### src/rtl/mult_div_unit.sv
// mult_div_unit: multi-cycle signed/unsigned integer multiply/divide for the
// CPU datapath, writing the 2*WIDTH product or the remainder/quotient pair to
// HI/LO with a start/busy/done handshake.
//
// Build option: define MULDIV_DIV0_FASTEXIT_EN to let a divide by zero finish
// straight out of LOAD (two-cycle latency). Results are identical either way.
//
// Timing, counting the edge that accepts start as edge N:
//   cycle N+1           LOAD  (busy)
//   cycles N+2..N+W+1   CALC  (busy, one bit per cycle)
//   cycle N+W+2         FIX   (done, hi/lo/div_by_zero already updated)
// The last CALC step and the sign fix-up share one edge so that the result
// registers are valid in the same cycle that done is high.
module mult_div_unit #(
    parameter int WIDTH = 32
) (
    input  logic             clock,
    input  logic             reset,
    input  logic             start,
    input  logic [1:0]       op,
    input  logic [WIDTH-1:0] a,
    input  logic [WIDTH-1:0] b,
    output logic             busy,
    output logic             done,
    output logic [WIDTH-1:0] hi,
    output logic [WIDTH-1:0] lo,
    output logic             div_by_zero
);

    localparam int CW = $clog2(WIDTH);
    localparam int AW = 2 * WIDTH + 1;

    typedef enum logic [1:0] {
        IDLE = 2'd0,
        LOAD = 2'd1,
        CALC = 2'd2,
        FIX  = 2'd3
    } state_t;

    state_t state, state_nx;

    // Operands captured when start is accepted; b_q is replaced by |b| in LOAD,
    // a_q keeps the raw dividend for the divide-by-zero result.
    logic [1:0]       op_q;
    logic [WIDTH-1:0] a_q;
    logic [WIDTH-1:0] b_q;
    logic             neg_q;
    logic             neg_r;
    logic             div0_q;
    logic [CW-1:0]    cnt;
    // Multiply: [2W:W] partial sum, [W-1:0] multiplier shifting out.
    // Divide:   [2W-1:W] partial remainder, [W-1:0] dividend -> quotient.
    logic [AW-1:0]    acc;
    logic [AW-1:0]    acc_step;

    logic             busy_q;
    logic             done_q;
    logic [WIDTH-1:0] hi_q;
    logic [WIDTH-1:0] lo_q;
    logic             dbz_q;

    logic             accept;
    logic             signed_op;
    logic             load_div0;
    logic             last_step;
    logic             fast_exit;

    // Absolute value for signed ops; MIN maps onto 2^(W-1) read as unsigned.
    function automatic logic [WIDTH-1:0] magnitude(
        input logic signed [WIDTH-1:0] v,
        input logic                    is_signed
    );
        if (is_signed && v[WIDTH-1]) begin
            return -v;
        end
        return v;
    endfunction

    // One shift-add multiply step: add the multiplicand when the current
    // multiplier LSB is set, then shift the whole accumulator right.
    function automatic logic [AW-1:0] mul_step(
        input logic [AW-1:0]    acc_i,
        input logic [WIDTH-1:0] mcand
    );
        logic [WIDTH:0] upper;
        upper = acc_i[AW-1:WIDTH];
        if (acc_i[0]) begin
            upper = upper + {1'b0, mcand};
        end
        return {1'b0, upper, acc_i[WIDTH-1:1]};
    endfunction

    // One restoring-division step: bring in the next dividend bit, trial
    // subtract on W+1 bits and keep the old remainder when it borrows.
    function automatic logic [AW-1:0] div_step(
        input logic [WIDTH-1:0] rem_i,
        input logic [WIDTH-1:0] dvd_i,
        input logic [WIDTH-1:0] dvsr
    );
        logic [WIDTH:0]   rem_sh;
        logic [WIDTH:0]   trial;
        logic [WIDTH-1:0] rem_n;
        rem_sh = {rem_i, dvd_i[WIDTH-1]};
        trial  = rem_sh - {1'b0, dvsr};
        rem_n  = trial[WIDTH] ? rem_sh[WIDTH-1:0] : trial[WIDTH-1:0];
        return {1'b0, rem_n, dvd_i[WIDTH-2:0], ~trial[WIDTH]};
    endfunction

    // Sign fix-up and divide-by-zero substitution; returns {hi, lo}.
    function automatic logic [2*WIDTH-1:0] fix_result(
        input logic [2*WIDTH-1:0] res,
        input logic [1:0]         op_i,
        input logic               nq,
        input logic               nr,
        input logic               dz,
        input logic [WIDTH-1:0]   dividend
    );
        logic signed [2*WIDTH-1:0] prod;
        logic signed [WIDTH-1:0]   quo;
        logic signed [WIDTH-1:0]   rem;
        if (!op_i[1]) begin
            prod = res;
            if (!op_i[0] && nq) begin
                prod = -prod;
            end
            return prod;
        end
        if (dz) begin
            return {dividend, {WIDTH{1'b1}}};
        end
        quo = res[WIDTH-1:0];
        rem = res[2*WIDTH-1:WIDTH];
        if (!op_i[0]) begin
            if (nq) begin
                quo = -quo;
            end
            if (nr) begin
                rem = -rem;
            end
        end
        return {rem, quo};
    endfunction

    assign accept    = (state == IDLE) && start && !done_q;
    assign signed_op = ~op_q[0];
    assign load_div0 = op_q[1] && (b_q == '0);
    assign last_step = (state == CALC) && (cnt == '0);
    assign acc_step  = op_q[1] ? div_step(acc[2*WIDTH-1:WIDTH], acc[WIDTH-1:0], b_q)
                               : mul_step(acc, b_q);

`ifdef MULDIV_DIV0_FASTEXIT_EN
    assign fast_exit = (state == LOAD) && load_div0;
`else
    assign fast_exit = 1'b0;
`endif

    // State register; reset aborts any operation in flight.
    always_ff @(posedge clock) begin
        if (reset) begin
            state <= IDLE;
        end else begin
            state <= state_nx;
        end
    end

    // Next-state decode.
    always_comb begin
        state_nx = state;
        case (state)
            IDLE: begin
                if (accept) begin
                    state_nx = LOAD;
                end
            end
            LOAD: begin
                state_nx = fast_exit ? IDLE : CALC;
            end
            CALC: begin
                if (cnt == '0) begin
                    state_nx = FIX;
                end
            end
            FIX: begin
                state_nx = IDLE;
            end
            default: begin
                state_nx = IDLE;
            end
        endcase
    end

    // Operand capture, iteration datapath, and result/handshake registers.
    always_ff @(posedge clock) begin
        if (reset) begin
            op_q   <= '0;
            a_q    <= '0;
            b_q    <= '0;
            neg_q  <= 1'b0;
            neg_r  <= 1'b0;
            div0_q <= 1'b0;
            cnt    <= '0;
            acc    <= '0;
            busy_q <= 1'b0;
            done_q <= 1'b0;
            hi_q   <= '0;
            lo_q   <= '0;
            dbz_q  <= 1'b0;
        end else begin
            done_q <= 1'b0;
            case (state)
                IDLE: begin
                    if (accept) begin
                        op_q   <= op;
                        a_q    <= a;
                        b_q    <= b;
                        busy_q <= 1'b1;
                    end
                end
                LOAD: begin
                    neg_q  <= signed_op && (a_q[WIDTH-1] ^ b_q[WIDTH-1]);
                    neg_r  <= signed_op && a_q[WIDTH-1];
                    div0_q <= load_div0;
                    b_q    <= magnitude(b_q, signed_op);
                    acc    <= {{(WIDTH+1){1'b0}}, magnitude(a_q, signed_op)};
                    cnt    <= CW'(WIDTH - 1);
                    if (fast_exit) begin
                        busy_q <= 1'b0;
                        done_q <= 1'b1;
                        hi_q   <= a_q;
                        lo_q   <= '1;
                        dbz_q  <= 1'b1;
                    end
                end
                CALC: begin
                    acc <= acc_step;
                    cnt <= cnt - 1'b1;
                    if (last_step) begin
                        busy_q       <= 1'b0;
                        done_q       <= 1'b1;
                        {hi_q, lo_q} <= fix_result(acc_step[2*WIDTH-1:0], op_q,
                                                   neg_q, neg_r, div0_q, a_q);
                        dbz_q        <= div0_q;
                    end
                end
                default: begin
                end
            endcase
        end
    end

    assign busy        = busy_q;
    assign done        = done_q;
    assign hi          = hi_q;
    assign lo          = lo_q;
    assign div_by_zero = dbz_q;

endmodule
### config.mk
export PLATFORM = sky130hd
export DESIGN_NAME = mult_div_unit
export DESIGN_NICKNAME = d
export VERILOG_FILES = /design/src/rtl/mult_div_unit.sv
export SDC_FILE = /design/constraint.sdc
export NUM_CORES = 1
export LEC_CHECK = 0
export CAP_MARGIN = 20
export CORE_MARGIN = 1.5
export CORE_UTILIZATION = 40
export DETAILED_ROUTE_END_ITERATION = 8
export GPL_TIMING_DRIVEN = 1
export PLACE_DENSITY_LB_ADDON = 0.3
export REMOVE_ABC_BUFFERS = 1
export SETUP_SLACK_MARGIN = 0.3
export SYNTH_ARGS = -nofsm -noshare
export SYNTH_HDL_FRONTEND = slang
export SYNTH_SLANG_ARGS = --single-unit
### constraint.sdc
create_clock -name clock -period 5.2 [get_ports clock]
set_input_delay 1.56 -clock clock [delete_from_list [all_inputs] [get_ports clock]]
set_output_delay 1.56 -clock clock [all_outputs]
set_load 0.005 [all_outputs]
# Word-level counts from Yosys, hierarchy flattened
# Index checks and enable logic that the tools add are counted.
# word_totals
reg_bits	208
in_bits	69
out_inout_bits	67
elab_cells	97
# op_classes
addsub	8
n_eq_ne	7
muxes	42
bitwise	4
reduce_logical	22
# ops
op	n
$mux W64	6
$mux W32	10
$pmux W65 S2	1
$neg A32 Y32	4
$neg A64 Y64	1
$pmux W32 S2	1
$add A33 B32 Y33	1
$mux W33	1
$sub A33 B32 Y33	1
$logic_not A32 Y1	1
$mux W1	18
$pmux W5 S2	1
$logic_and A1 B1 Y1	8
$pmux W2 S4	1
$ne A2 B2 Y1 const B	3
$reduce_and A2 Y1	3
$reduce_and A3 Y1	2
$reduce_bool A2 Y1	3
$logic_not A5 Y1	1
$sub A5 B1 Y5 const B	1
$eq A2 B2 Y1 const B	2
$mux W2	2
$not A1 Y1	3
$eq A2 B1 Y1 const B	1
other kinds (6)	7

# Depth between registers and ports, before layout
# Gate-level depths: netlist of the first run.
# depth
depth_word	11
ltp_mapped	24
ltp_nobuf	24

# Worst setup path before layout of the first run
# Ideal clock, no wire load.
# synth_timing
path_type	reg-to-reg
start	register op_q[1]
end	register hi_q[16], in the netlist hi[16]
setup_time_ns	0.137
arrival_ns	4.826
required_time_ns	5.063
slack_ns	0.236
path_stages_with_launch	23
n_path_buf	8
synth_period_minus_slack_ns	4.964
cell_sequence	dfxtp_1 -> clkbuf_1 -> buf_1 -> buf_2 -> buf_2 -> clkbuf_1 -> buf_2 -> buf_2 -> buf_2 -> mux2i_1 -> ha_1 -> nand2_1 -> nor3_1 -> nand2_1 -> nor2_1 -> and3_1 -> and2_1 -> nand4_1 -> o31ai_1 -> xor2_1 -> nor2_1 -> a221oi_1 -> a211oi_1
# synth_via
elab_chain_len	7
elab_cells_between_ends	14
cone_classes	2 x add/sub; 12 x mux
# synth_lines
element	line	source
from (decl)	44	logic [1:0] op_q;
from (signal assigned)	213	op_q <= op;
$mux W64	148	assign acc_step = op_q[1] ? div_step(acc[2*WIDTH-1:WIDTH], acc[WIDTH-1:0], b_q)
$neg A64 Y64	124	prod = -prod;
$mux W64	123	if (!op_i[0] && nq) begin
$mux W64	121	if (!op_i[1]) begin
$mux W64	128	if (dz) begin
$mux W64	131	quo = res[WIDTH-1:0];
$mux W64 *	128	
to (signal assigned)	229	hi_q <= a_q;
to (signal assigned)	240	{hi_q, lo_q} <= fix_result(acc_step[2*WIDTH-1:0], op_q,
to (decl)	58	logic [WIDTH-1:0] hi_q;
# Every way passes the cells marked *; elsewhere a longest branch is shown, timed or not. The select of a mux whose other input is x is not followed.
# A chain may end at the register's enable or synchronous reset.

# Worst setup path after layout of the first run
# layout_timing
start	register acc[31]
end	register hi_q[25], in the netlist hi[25]
# layout_via
elab_chain_len	9
elab_cells_between_ends	13
cone_classes	3 x add/sub; 9 x mux; 1 x bitwise
# layout_lines
element	line	source
from (decl)	53	logic [AW-1:0] acc;
from (signal assigned)	224	acc <= {{(WIDTH+1){1'b0}}, magnitude(a_q, signed_op)};
from (signal assigned)	235	acc <= acc_step;
$sub A33 B32 Y33	104	trial = rem_sh - {1'b0, dvsr};
$mux W32 or $not A1 Y1 (tied branches)	105, 106	
$mux W64 *	148	
$neg A64 Y64	124	
$mux W64	123	
$mux W64	121	
$mux W64	128	
$mux W64	131	
$mux W64 *	128	
# Marked as above.

==> results.md, run 1 <==
- Vias in the first global route: 18.3k
- Iteration-0 DRC Markers: 2027
- Tot Pwr: between 10 and 15 mW
- RSZ-0062 raised after global routing: yes
- Lkg Pwr: ~7.9 nW
- Die area: approximately 45000 sq um
- Critical Path Source: acc[31]
- CP max FO: 7
- CP required: roughly 5.7 ns
- Number of antenna violations at the first check in global routing: 1
- DRC viols: 0
- Delay-heaviest family, CP: compound AO/OA/AOI/OAI gates
- Clk sinks: 207
- Wire per inst: approximately 22 um
- Clock buffer count from CTS: 27
- Worst vdd rail ir drop: between 0.4 and 0.5 mV
- R2r worst-path depth: 19
- EDFF count, synth: 0
- Post-synthesis sequential area ratio: roughly a quarter
- Share of the synthesized area in the top cell type: 23.4%
- CTS root buffer: clkbuf_16
- WP buf/inv: 4
- Hold wc startpoint: hi[1]
- Core Region: around 43000 sq um
- Crit-path slowest cell: a211oi_4
- Netlist cell types: approximately 110
- Worst Path Class, Setup: reg2reg
- Clk slew on worst S/H paths: about 0.060 ns
- Final hold violations: 0
- Avg Inst Size Synth: about 7.3 sq um
- Synth Flop Type: dfxtp_1
- Busiest layer in global routing: met2
- DPL Wire Length: a little over 50000 um
- Routed vias/inst: 6.20
- Synth top cells by count: 325 x nor2_1, 247 x nand2_1, 225 x a21oi_1
- Max frequency: between 200 and 250 MHz
- Initial core utilization: slightly above 40%
- Placed cells: just over 3k
- Most frequent cell after synthesis: nor2_1
- Total wire length: 69200 um
- Worst EP arrival: between 5 and 6 ns
- Met2 usage in global routing: between 40% and 50%
- Fin nets: between 2k and 3k
- Final std cells w/o fill: roughly 3.2k
- Hold Crit Class: reg2reg
- Final slew viol count: 0
- Ant. Diodes: 0
- Synth area leader: dfxtp_1
- Status: finished, final reports clean
- Syn Inst Count: between 2k and 2.5k
- Share of layout cells above drive strength 1: 12.3%
- Worst-Skew Late Latency: a little under 0.6 ns
- First-pass GRT wire length: 105000 um
- Ports: ~140
- Die X: approximately 210 um
- Pwr Density: 539 nW/um^2
- Vias: just under 20k
- Reg2reg setup slack: approximately 0.4 ns
- Slew headroom: about 30%
- CTS tree: built
- Filler cells: between 4k and 5k
- Fin Clk Skew: between 0.02 and 0.03 ns
- Worst-case clock buffer depth: 3
- Yosys warnings: 0
- Synthesized cell area: between 15000 and 20000 sq um
- Met3 usage: roughly 3.9%
- Top area cells in the synthesized netlist: dfxtp_1 23%, nor2_1 6.9%, a21oi_1 6.4%
- CP peak stage delay: 0.50 ns
- Post-route ant nets: 0
- Type of origin of the critical path: flop
- I/O Buffers: between 100 and 150
- M1 GR Usage: around two fifths
- Final Setup Violations: 0
- RR Startpoint: acc[31]
- DIE HEIGHT: 213 um
- Ys async rst share: 0%
- CP endpoint kind: flop
- Post-synthesis register bit count: about 210
- Area growth syn-to-layout: 21.0%
- Fin crit share: 92.3%
- Actual slew at the worst max-slew pin: between 1 and 1.5 ns
- Num rows: between 70 and 80
- Htree depth: 1
- CP Cell Sequence: inv_2 > ha_2 > inv_1 > fa_2 > a211oi_2 > o21ai_4 > o2111ai_4 > a41oi_4 > buf_4 > o21ai_4 > buf_4 > a32oi_1 > a211oi_4 > and2b_1 > nand4_2 > o31ai_2 > xor2_1 > a21oi_1 > a311oi_1
- RD Place Congestion: approximately 1
- Pin count of the biggest net entering global routing: between 100 and 150
- Post-layout minimum cycle time: between 4 and 5 ns
- Total congestion overflow: 0
- Hold Path Depth: 2
- Total Routing Usage GR: slightly below 30%
- 1st-pass router iterations: 6
- Hold endpoint: hi[1]
- Max Cap Violations: 0
- Worst reg2reg endpoint: hi[25]
==> worst reg2reg max path: cells and delay by family, from the launching register on <==
family | cells | cell delay, ns
buffers and inverters | 4 | 0.50
and+or+nand+nor | 2 | 0.58
adders and majority gates | 2 | 0.53
DFF | 1 | 0.32
AOI/OAI and AO/OA | 10 | 2.54
xor gates and xnor gates | 1 | 0.22
==> timing repair <==
item / in CTS / in global routing
hold endpoints to repair: 0 / 0
pin swaps: 3 / 24
hold buffers: 0 / 0
endpoints found under the setup margin: 9 / 27
gates cloned: 0 / 0
resized for setup: 10 / 70
buffers inserted: 2 / 11
==> logic make-up (layout without fill, tap and decap cells) <==
family / count (synthesis) / count (layout) / share of synthesized area [%]
simple gates: 911 / 911 / 24.6
compound gates: 808 / 808 / 31.4
buf+inv: 224 / 382 / 5.09
flops: 207 / 207 / 23.4
xor+xnor: 138 / 138 / 6.84
fa+ha+maj: 75 / 75 / 5.39
mux: 57 / 57 / 3.28
==> placed cells by master (no fill, tap or decap), types with 8 or more instances in the layout <==
cell and instances:
nor3_2 8, inv_1 64, a211oi_2 9, and3_1 20
mux2i_1 49, o21ai_1 12, xnor2_1 76, nand2b_1 18
a31oi_1 30, a21oi_1 221, nor4_1 20, o21ai_0 113
nand4_1 26, a21o_1 26, clkdlybuf4s50_1 134, nor2_1 320
clkbuf_16 27, clkbuf_1 9, dfxtp_1 201, o31ai_1 24
buf_4 130, and2_1 16, nor3b_1 8, o211ai_1 44
nand2_1 244, nand3_1 42, a311oi_1 8, o22ai_1 24
ha_2 8, a211oi_1 79, nor2b_1 20, nor3_1 71
or3_1 21, o21a_1 21, a2111oi_0 14, xor2_1 62
ha_1 60, a21oi_2 9, a22oi_1 42
==> power by group <==
part | internal [mW] | switching [mW]
sequential | 1.93 | 0.372
combinational | 2.70 | 4.71
clock | 1.02 | 0.795
==> sequential cells by signal, summed over array words and instances, names as in the netlist, 2 cells and up <==
register	flops
acc	64
a_q	32
b_q	32
hi	32
lo	32
cnt	5
op_q	2
state	2
==> worst max path at each step <==
stage | slack [ns] | depth (start not counted) | endpoint
finish | 0.40 | 19 | hi[25]
detailed placement | 0.08 | 22 | hi[26]
global placement | 0.28 | 22 | hi[16]
CTS | 0.29 | 23 | hi[30]
floorplan | -2.63 | 15 | hi[16]
global route | 0.22 | 26 | hi[22]
==> metrics by stage <==
stage / area (sq um) / setup slack [ns] / hold slack (ns) / TNS [ns] / utilization (%)
after floorplan: 17000 / -2.63 / 0.447 / -119.23 / -
after global placement: 20000 / 0.282 / 0.447 / 0 / 46.2
after detailed placement: 20100 / 0.0761 / 0.453 / 0 / 46.3
after CTS: 20900 / 0.293 / 0.461 / 0 / 48.3
after global routing: 21400 / 0.217 / 0.481 / 0 / 49.3
final: 21400 / 0.401 / 0.460 / 0 / 49.3
==> layer usage <==
layer | share of wire [%] | vias up
met5 | 0 | -
met4 | 4.0 | 0
met3 | 7.8 | 145
met2 | 45 | 913
met1 | 43 | 9343
li1 | - | 9213
==> layout make-up <==
| type | count | area [sq um] | area share, % |
|---|---|---|---|
| multi-input combinational | 1989 | 13000 | 60.9 |
| sequential | 207 | 4150 | 19.4 |
| timing repair buffer | 269 | 2400 | 11.2 |
| tap | 585 | 732 | 3.42 |
| clock buffer | 37 | 723 | 3.38 |
| inverter | 67 | 251 | 1.18 |
| clock inverter | 9 | 92.6 | 0.433 |
Power figures use the tool's default switching activity.
==> inputs of run 2 (changes only) <==
==> constraint.sdc (replaced) <==
create_clock -name clock -period 4.27 [get_ports clock]
set_input_delay 1.281 -clock clock [delete_from_list [all_inputs] [get_ports clock]]
set_output_delay 1.281 -clock clock [all_outputs]
set_load 0.005 [all_outputs]
==> run 2 against run 1 <==
The flow now finishes with violations (setup timing). Design area up 19%. Count of clock-buffer cells in the layout down 2. Flip-flop and latch count unchanged. Register-to-register slack worse by 0.72 ns. Setup slack worse by 0.72 ns. Largest power group unchanged.
==> results.md, run 2 (same netlist as run 1, synthesis figures left out) <==
- Status: finished with violations
- Failing checks: setup timing
- Reg2reg setup slack: -0.32 ns
- Worst Path Class, Setup: reg2reg
- Post-layout minimum cycle time: roughly 4.6 ns
- RSZ-0062 raised after global routing: yes
- Initial core utilization: 40.8%
- Crit-path slowest cell: fa_2
- RD Place Congestion: roughly 0.96
- I/O Buffers: 135
- Hold Path Depth: 2
- Share of layout cells above drive strength 1: 26.7%
- Worst vdd rail ir drop: approximately 0.51 mV
- CP endpoint kind: flop
- Hold endpoint: hi[1]
- Vias: ~21k
- CTS tree: built
- Final Setup Violations: 29
- Slew headroom: between 10% and 20%
- Post-route ant nets: 0
- Vias in the first global route: 20.0k
- Die area: between 40000 and 50000 sq um
- Final slew viol count: 0
- Wire per inst: around 22 um
- Total congestion overflow: 0
- Htree depth: 1
- Cell Int Power: a little under 9 mW
- Top reg by flops: acc
- Type of origin of the critical path: flop
- Combinational power share: a little under three quarters
- R2r worst-path depth: 30
- DPL Wire Length: 58200 um
- Pin count of the biggest net entering global routing: approximately 70
- Ports: 136
- Most frequent CP cell: buf_6
- Worst EP arrival: between 5 and 6 ns
- P_sw: 8.21 mW
- Hold-fix buffers at CTS: 0
- Die X: 213 um
- CP peak stage delay: a little over 0.4 ns
- DIE HEIGHT: between 200 and 250 um
- Largest register FFs: between 60 and 70
- Hold Crit Class: reg2reg
- Pre-CTS setup slack: -0.486 ns
- Setup slack after layout: -0.317 ns
- CTS root buffer: clkbuf_16
- Seq pwr share: between 10% and 20%
- Core Util, Final: 58.6%
- Worst reg2reg endpoint: hi[10]
- Total Routing Usage GR: about a third
- Lkg Pwr: 10.1 nW
- Iteration-0 DRC Markers: 1945
- Clock network fraction of total power: about an eighth
- WHS: between 0.4 and 0.5 ns
- WP buf/inv: 8
- Number of antenna violations at the first check in global routing: 0
- Final hold violations: 0
- Sw Share: a little under 50%
- Routed vias/inst: between 5 and 6
- Most common cell after layout, fill and taps aside: buf_4
- Max frequency: between 200 and 250 MHz
- Fin Clk Skew: 0.0131 ns
- Total wire length: ~77000 um
- First-pass GRT wire length: ~120000 um
- Num rows: 76
- Clk sinks: a little over 200
- 1st-pass router iterations: 7
- Fin nets: between 3k and 4k
- Worst-Skew Late Latency: approximately 0.58 ns
- Most frequent cells in the layout: 457 x buf_4, 309 x nor2_1, 235 x nand2_1
- CP max FO: 3
- Clock buffer count from CTS: 26
- DRC viols: 0
- Core Region: ~43000 sq um
- Pwr Density: between 600 and 700 nW/um^2
- RR Startpoint: acc[31]
- CP required: about 4.7 ns
- Worst-case clock buffer depth: 3
- Ant. Diodes: 0
- Hold wc startpoint: hi[1]
- Final instance area: between 20000 and 30000 sq um
- Max Cap Violations: 0
- Post-DP Area: 22700 sq um
- Area growth syn-to-layout: 43.6%
- Delay-heaviest family, CP: compound AO/OA/AOI/OAI gates
- Fin crit share: 107%
- Actual slew at the worst max-slew pin: between 1 and 1.5 ns
- Clk slew on worst S/H paths: roughly 0.060 ns
-- run 2: worst register-to-register path: cells and delay by family, from the launching register on --
family | cells | cell delay, ns
flip-flops | 1 | 0.32
buffers and inverters | 8 | 0.75
AO/OA/AOI/OAI | 8 | 1.35
adder cells (fa/ha/maj) | 3 | 0.78
AND/OR/NAND/NOR | 10 | 1.12
XOR/XNOR | 1 | 0.16
-- run 2: worst max-delay path by stage --
stage            start     end  slack, ns  cells past startpoint
6_report       acc[31]  hi[10]      -0.32                     30
5_1_grt        acc[31]  hi[10]      -0.52                     30
4_1_cts        acc[31]  hi[26]      -0.23                     25
3_5_place_dp   acc[31]  hi[14]      -0.49                     24
3_3_place_gp   acc[31]  hi[10]      -0.36                     26
2_1_floorplan  op_q[1]  hi[16]      -3.56                     15
-- run 2: cell type report --
| class | instances | area [sq um] |
|---|---|---|
| clock buffers | 35 | 704 |
| clock inverters | 6 | 66.3 |
| fillers | 4068 | 18000 |
| inverters | 67 | 251 |
| multi-input cells | 1989 | 13800 |
| flip-flops and latches | 207 | 4150 |
| well taps | 585 | 732 |
| repair buffers | 663 | 5710 |
-- run 2: stage by stage --
| stage | setup TNS, ns | cells | power (mW) |
|---|---|---|---|
| floorplan | -202.87 | 2263 | 8.21 |
| global placement | -5.30 | 3446 | 12.7 |
| detailed placement | -7.87 | 3446 | 12.9 |
| CTS | -2.51 | 3529 | 15.9 |
| global route | -11.32 | 3552 | 17.9 |
| finish | -5.94 | 3552 | 17.0 |
-- run 2: routing by layer --
metal	track usage (%)	wire, um	up-vias
met4	11.0	2690	0
met1	44.4	33400	10203
met2	54.1	35400	799
li1	-	-	10000
met3	3.46	5120	152
met5	0	0	-
-- run 2: power by group through the flow --
stage / combinational [mW] / clock [mW] / sequential (mW)
2_1_floorplan: 5.40 / 0 / 2.81
5_1_grt: 12.9 / 2.22 / 2.81
3_5_place_dp: 10.1 / 0 / 2.78
6_report: 12.1 / 2.12 / 2.76
4_1_cts: 11.0 / 2.15 / 2.75
3_3_place_gp: 9.97 / 0 / 2.77
-- run 2: timing repair --
item,in CTS,in global routing
gates cloned,1,0
resized for setup,157,138
setup endpoints to repair,50,58
pin swaps,86,123
hold endpoints to repair,0,0
setup buffers,41,23
